`src/rtl/cpu_pkg.sv`:
```
// Shared definitions for the 4-bit-opcode CPU: opcodes, ALU codes,
// instruction field positions, sequencer states and instruction classes.
// Used by instr_decode and instr_sequencer (BRZ gated by INSTR_SEQ_BRZ_EN).
package cpu_pkg;

  // Instruction layout: [15:12] opcode, [11:10] rd, [9:8] rs, [7:0] imm
  localparam int OPC_MSB = 15;
  localparam int OPC_LSB = 12;
  localparam int RD_MSB  = 11;
  localparam int RD_LSB  = 10;
  localparam int RS_MSB  = 9;
  localparam int RS_LSB  = 8;
  localparam int IMM_MSB = 7;
  localparam int IMM_LSB = 0;

  localparam logic [3:0] OP_AND = 4'h0;
  localparam logic [3:0] OP_OR  = 4'h1;
  localparam logic [3:0] OP_ADD = 4'h2;
  localparam logic [3:0] OP_SUB = 4'h3;
  localparam logic [3:0] OP_LD  = 4'h4;
  localparam logic [3:0] OP_ST  = 4'h5;
  localparam logic [3:0] OP_JMP = 4'h6;
  localparam logic [3:0] OP_BRZ = 4'h7;

  localparam logic [7:0] ALU_AND = 8'h00;
  localparam logic [7:0] ALU_OR  = 8'h01;
  localparam logic [7:0] ALU_ADD = 8'h02;
  localparam logic [7:0] ALU_SUB = 8'h03;

  typedef enum logic [2:0] {
    S_IDLE, S_FETCH, S_DECODE, S_EXEC, S_MEM, S_TRAP
  } state_t;

  typedef enum logic [2:0] {
    CL_ALU, CL_LD, CL_ST, CL_JMP, CL_BRZ
  } iclass_t;

endpackage

```
`src/rtl/instr_decode.sv`:
```
// Combinational opcode decoder: opcode -> {class, alu_op, legal}.
// Opcode 7 decodes as BRZ only when INSTR_SEQ_BRZ_EN is defined,
// otherwise it is reported illegal like every other unused opcode.
module instr_decode
  import cpu_pkg::*;
(
  input  logic [3:0] opcode_i,
  output iclass_t    class_o,
  output logic [7:0] alu_op_o,
  output logic       legal_o
);

  // Map opcode to instruction class and ALU code; unknown opcodes are illegal
  always_comb begin
    class_o  = CL_ALU;
    alu_op_o = 8'h00;
    legal_o  = 1'b1;
    case (opcode_i)
      OP_AND: alu_op_o = ALU_AND;
      OP_OR:  alu_op_o = ALU_OR;
      OP_ADD: alu_op_o = ALU_ADD;
      OP_SUB: alu_op_o = ALU_SUB;
      OP_LD:  class_o  = CL_LD;
      OP_ST:  class_o  = CL_ST;
      OP_JMP: class_o  = CL_JMP;
`ifdef INSTR_SEQ_BRZ_EN
      OP_BRZ: class_o  = CL_BRZ;
`endif
      default: legal_o = 1'b0;
    endcase
  end

endmodule

```
`src/rtl/instr_sequencer.sv`:
```
// Multi-cycle fetch/decode/execute sequencer owning PC, IR and the memory port.
// ALU/JMP take 3 cycles, LD/ST 4, plus one per mem_ack wait cycle.
// Optional BRZ (opcode 7) is enabled by defining INSTR_SEQ_BRZ_EN.
module instr_sequencer
  import cpu_pkg::*;
#(
  parameter int                ADDR_W   = 8,
  parameter int                INSTR_W  = 16,
  parameter logic [ADDR_W-1:0] RESET_PC = '0
) (
  input  logic               clk,
  input  logic               reset,
  input  logic               run,
  output logic               mem_req,
  output logic               mem_we,
  output logic [ADDR_W-1:0]  mem_addr,
  output logic [1:0]         mem_wdata_sel,
  input  logic               mem_ack,
  input  logic [INSTR_W-1:0] mem_rdata,
  output logic [7:0]         alu_op,
  output logic [1:0]         rd_sel,
  output logic [1:0]         rs_sel,
  output logic               reg_we,
  output logic               wb_sel,
  input  logic               zero_flag,
  output logic [ADDR_W-1:0]  pc,
  output logic               illegal,
  output logic               busy
);

  state_t              state_q, state_d;
  logic [ADDR_W-1:0]   pc_q, pc_d;
  logic [INSTR_W-1:0]  ir_q, ir_d;
  logic                illegal_q, illegal_d;

  iclass_t             dec_class;
  logic [7:0]          dec_alu_op;
  logic                dec_legal;
  logic [ADDR_W-1:0]   imm_addr;
  logic                take_branch;

  instr_decode u_decode (
    .opcode_i (ir_q[OPC_MSB:OPC_LSB]),
    .class_o  (dec_class),
    .alu_op_o (dec_alu_op),
    .legal_o  (dec_legal)
  );

  assign imm_addr = ADDR_W'(ir_q[IMM_MSB:IMM_LSB]);
  assign pc       = pc_q;
  assign illegal  = illegal_q;

`ifdef INSTR_SEQ_BRZ_EN
  assign take_branch = zero_flag;
`else
  // BRZ never decodes in this build, so the flag has no consumer
  logic unused_zero_flag;
  assign unused_zero_flag = zero_flag;
  assign take_branch      = 1'b0;
`endif

  // State, PC, IR and sticky illegal flag; reset aborts any transaction at once
  always_ff @(posedge clk or posedge reset) begin
    if (reset) begin
      state_q   <= S_IDLE;
      pc_q      <= RESET_PC;
      ir_q      <= '0;
      illegal_q <= 1'b0;
    end else begin
      state_q   <= state_d;
      pc_q      <= pc_d;
      ir_q      <= ir_d;
      illegal_q <= illegal_d;
    end
  end

  // Next-state logic and per-cycle datapath/memory strobes
  always_comb begin
    state_d       = state_q;
    pc_d          = pc_q;
    ir_d          = ir_q;
    illegal_d     = illegal_q;
    mem_req       = 1'b0;
    mem_we        = 1'b0;
    mem_addr      = '0;
    mem_wdata_sel = 2'b00;
    alu_op        = 8'h00;
    rd_sel        = 2'b00;
    rs_sel        = 2'b00;
    reg_we        = 1'b0;
    wb_sel        = 1'b0;
    busy          = 1'b1;

    // Register selects stay valid from DECODE until the instruction retires
    if (state_q == S_DECODE || state_q == S_EXEC || state_q == S_MEM) begin
      rd_sel = ir_q[RD_MSB:RD_LSB];
      rs_sel = ir_q[RS_MSB:RS_LSB];
    end

    case (state_q)
      S_IDLE: begin
        busy = 1'b0;
        if (run) state_d = S_FETCH;
      end
      S_FETCH: begin
        mem_req  = 1'b1;
        mem_addr = pc_q;
        if (mem_ack) begin
          ir_d    = mem_rdata;
          pc_d    = pc_q + ADDR_W'(1);
          state_d = S_DECODE;
        end
      end
      S_DECODE: begin
        if (!dec_legal) begin
          illegal_d = 1'b1;
          state_d   = S_TRAP;
        end else begin
          state_d = S_EXEC;
        end
      end
      S_EXEC: begin
        // run is only looked at on instruction boundaries
        state_d = run ? S_FETCH : S_IDLE;
        case (dec_class)
          CL_ALU: begin
            alu_op = dec_alu_op;
            reg_we = 1'b1;
          end
          CL_JMP: pc_d = imm_addr;
          CL_BRZ: if (take_branch) pc_d = imm_addr;
          CL_LD, CL_ST: state_d = S_MEM;
          default: state_d = S_TRAP;
        endcase
      end
      S_MEM: begin
        mem_req  = 1'b1;
        mem_addr = imm_addr;
        if (dec_class == CL_ST) begin
          mem_we        = 1'b1;
          mem_wdata_sel = ir_q[RD_MSB:RD_LSB];
        end
        if (mem_ack) begin
          // LD writes the register file straight from mem_rdata in the ack cycle
          if (dec_class == CL_LD) begin
            reg_we = 1'b1;
            wb_sel = 1'b1;
          end
          state_d = run ? S_FETCH : S_IDLE;
        end
      end
      S_TRAP: busy = 1'b0;
      default: state_d = S_IDLE;
    endcase
  end

endmodule

```
`config.mk`:
```
export PLATFORM = sky130hd
export DESIGN_NAME = instr_sequencer
export DESIGN_NICKNAME = d
export VERILOG_FILES = /design/src/rtl/cpu_pkg.sv /design/src/rtl/instr_decode.sv /design/src/rtl/instr_sequencer.sv
export SDC_FILE = /design/constraint.sdc
export NUM_CORES = 1
export LEC_CHECK = 0
export ABC_AREA = 0
export CORE_MARGIN = 3
export CORE_UTILIZATION = 42
export CTS_BUF_LIST = sky130_fd_sc_hd__clkbuf_8 sky130_fd_sc_hd__clkbuf_16
export CTS_CLUSTER_DIAMETER = 200
export DETAILED_ROUTE_END_ITERATION = 7
export PLACE_DENSITY = 0.77
export SETUP_SLACK_MARGIN = 0.15
export SYNTH_ARGS = -nofsm -noshare
export SYNTH_HDL_FRONTEND = slang
export SYNTH_HIERARCHICAL = 1
export SYNTH_SLANG_ARGS = --single-unit
```
`constraint.sdc`:
```
create_clock -name clk -period 1.7 [get_ports clk]
set_clock_uncertainty 0.05 [all_clocks]
set_input_delay 0.17 -clock clk [delete_from_list [all_inputs] [get_ports clk]]
set_output_delay 0.17 -clock clk [all_outputs]
set_load 0.005 [all_outputs]
```
==> impl_metrics.csv <==
group,metric,value,unit
grt,grt_max_degree,29,
setup_path,crit_family,"simple AND/OR/NAND/NOR gates",
synth,synth_commonest_cells,"dfrtp_1, nor2_1, a21oi_1",
setup_path,crit_path_end_kind,"output pin",
finish,layout.cells.non_filler,320,
grt,grtUsageTotal,20.42,%
clock_tree,clkTransAtPathRegs,100,ps
floorplan,die_h,70.54,um
timing,setup_ws,-152.2,ps
finish,fin_area,0.002944,sq mm
setup_path,worst-path-max-fanout,3,
synth,yosys.cell_count.top_type,"dfrtp_1",
setup_path,cp_slowest_cell,"dfrtp_1",
setup_path,crit_buf_inv,2,
detailed_routing,wl_per_cell,17.01,um
clock_tree,cts_tree,"yes",
synth,avgSynthCellArea,9.611,sq um
floorplan,top_level_ports,57,
pwr,finalPower,1.271,mW
floorplan,initial_utilization,45.72,%
synth,synth_ff_type,"dfrtp_1",
timing,rsz0062_at_grt,"yes",
detailed_routing,vias_per_cell,5.484,
placement,placedCellCount,299,
placement,globalplace.congestion,0.8638,
clock_tree,root_buffer,"clkbuf_8",
floorplan,coreArea,0.003826,sq mm
synth,seq_area_frac_synth,40.06,%
synth,netlist_area,0.001749,sq mm
timing,finalSetupViolCount,39,
timing,hold_ws,194.6,ps
synth,synth_top_area_share,40.06,%
pwr,leakagePower,1.377,nW
finish,fin_util,76.95,%
synth,async_flop_share,100.0,%
clock_tree,cts_max_path_buffers,2,
pwr,powerDensity,431.8,mW/mm^2
clock_tree,holdBufCountCts,0,
pwr,ir_drop,0.0006517,V
pwr,clkPwrFrac,41.7,%
floorplan,die_area,0.004975,sq mm
setup_path,critPathLaunchType,"register",
finish,area_growth,68.31,%
timing,period_share,109.0,%
floorplan,rows,22,
grt,grt_overflow_total,0,
timing,min_period,1852,ps
clock_tree,cts_buffers,3,
grt,grt_pass1_wl,8176,um
worst_hold_path,holdCritPathClass,"primary input to asynchronous set/reset pin",
synth,ys_types,42,
detailed_routing,drt_iter0_markers,175,
grt,grt_pass1_vias,1625,
synth,ys_seq_elements,28,
setup_path,path_class,"register to output pin",
placement,dpl-instance-area,0.002481,sq mm
pwr,swShare,19.22,%
finish,num_antenna_cells,0,
finish,fill_cells,239,
timing,hold_viol_final,0,
pwr,intPower,1.027,mW
setup_path,worstPathCellList,"nand2b_4 > nor2_4 > buf_6 > and4b_1 > or2_1 > buf_2",
detailed_routing,postRouteWirelength,5443,um
pwr,switchingPower,0.2444,mW
grt,antenna_found_initial,0,
clock_tree,cts.sinks,28,
run_status,violations,"setup timing",
detailed_routing,drt.antenna.violating_nets,0,
synth,syn-instance-count,182,
detailed_routing,vias,1755,
run,drv_cap,0,
clock_tree,htree_levels,1,
synth,yosysTopAreaCell,"dfrtp_1",
placement,io_buffers,49,
detailed_routing,dr.pass1.iters,4,
run_status,status,"finished, violations left",
pwr,p_comb_share,6.0,%
synth,ys_warn_count,6,
placement,dpl.hpwl,3392,um
finish,layout-drive-gt1-share,51.10,%
timing,max_freq,0.5399,GHz
timing,slew_violations,0,
detailed_routing,drc,0,
pwr,pwr-share-seq,52.3,%
setup_path,cpPeakStageDelay,400,ps
finish,layout.nets,295,
synth,synth_edf_count,0,
synth,yosys-top-cells-area,"dfrtp_1, mux2_4, mux2_2",
clock_tree,clk_latency,280,ps
setup_path,required,1480,ps
floorplan,fp.dieW,70.54,um
setup_path,arrival,1630,ps
-- what timing repair did --
item	in CTS	in global routing
pin swaps	27	17
gates resized for setup	123	44
endpoints found under the setup margin	45	50
setup buffers	9	6
gates cloned	2	0
-- sequential cells by signal (all words and copies together) (netlist names) --
| name | cells |
|---|---|
| ir_q | 16 |
| state_q | 3 |
| pc | 8 |
| illegal | 1 |
-- tightest hold or removal path: stages --
cell	delay (ps)
clkdlybuf4s50_1	390
inv_1	50
buf_4	330
-- layer usage --
metal | wire (um) | GRT usage (%) | vias to the layer above | share of wire [%]
met3 | 350 | 4.403 | 6 | 6.4
li1 | - | - | 817 | -
met5 | 0 | 0 | - | 0
met2 | 2762 | 33.99 | 67 | 51
met4 | 63 | 3.758 | 0 | 1.2
met1 | 2267 | 27.81 | 865 | 42
-- power groups by stage --
stage / logic [mW] / clock network, mW / registers, mW
2_1_floorplan: 0.0287 / 0 / 0.679
3_3_place_gp: 0.0710 / 0 / 0.679
3_5_place_dp: 0.0716 / 0 / 0.679
4_1_cts: 0.0741 / 0.533 / 0.665
5_1_grt: 0.0836 / 0.565 / 0.665
6_report: 0.0760 / 0.530 / 0.665
-- worst paths after layout --
| check | startpoint | endpoint | slack (ps) | depth (start not counted) |
|---|---|---|---|---|
| max in group asynchronous | reset | pc[1] | 1110 | 3 |
| max | ir_q[15] | reg_we | -150 | 6 |
| min | reset | pc[0] | 190 | 3 |
| max reg2reg | state_q[2] | ir_q[7] | -130 | 8 |
| min reg2reg | illegal | illegal | 430 | 1 |
| min in group clk | mem_rdata[0] | ir_q[0] | 400 | 3 |
-- cell families (layout without fill, tap and decap cells) --
kind of cell / count (synthesis) / in the layout / share of synthesized area (%)
compound gates: 44 / 45 / 15.45
xor+xnor: 2 / 2 / 1.002
fa+ha+maj: 1 / 1 / 0.7152
buf+inv: 20 / 103 / 7.582
flops: 28 / 28 / 40.06
mux: 16 / 16 / 11.95
other cells: 1 / 7 / 0.2144
simple gates: 70 / 70 / 23.03
-- placed cells by master (no fill, tap or decap), types with 2 or more instances in the layout --
cell type	synthesis	final
dfrtp_2	0	7
mux2_4	8	15
a21oi_2	0	8
dfrtp_1	28	21
o21ai_1	3	4
clkbuf_8	0	3
nand2b_4	0	2
and3_1	4	3
inv_1	4	3
and2_1	10	8
conb_1	1	7
buf_4	8	21
nor2b_4	1	3
and2_4	1	3
nand2_2	0	2
o22ai_1	4	4
nand2_1	9	7
buf_2	4	16
nor2b_1	6	4
nor2_4	0	4
nor3b_1	2	2
a22oi_2	0	8
a21oi_1	13	4
clkdlybuf4s50_1	0	27
a2bb2oi_2	0	2
o21ai_0	8	6
nor2_1	15	12
nand3_1	9	9
buf_12	0	3
buf_6	3	24
-- layout make-up --
type	instances	area [sq um]	area share [%]
Clock buffer	3	41.29	1.402
Sequential cell	28	709.4	24.10
Timing Repair Buffer	95	894.6	30.39
Inverter	4	17.52	0.5950
Multi-Input combinational cell	141	1191	40.46
Clock inverter	1	30.03	1.020
Tap cell	48	60.06	2.040
-- per-stage QoR --
stage / setup TNS, ps / setup slack [ps]
2_1_floorplan: 0 / 155.5
3_3_place_gp: -2197 / -174.9
3_5_place_dp: -3000 / -227.8
4_1_cts: -2188 / -186.2
5_1_grt: -4846 / -227.3
6_report: -2763 / -152.2
(Power assumes the default switching activity.)
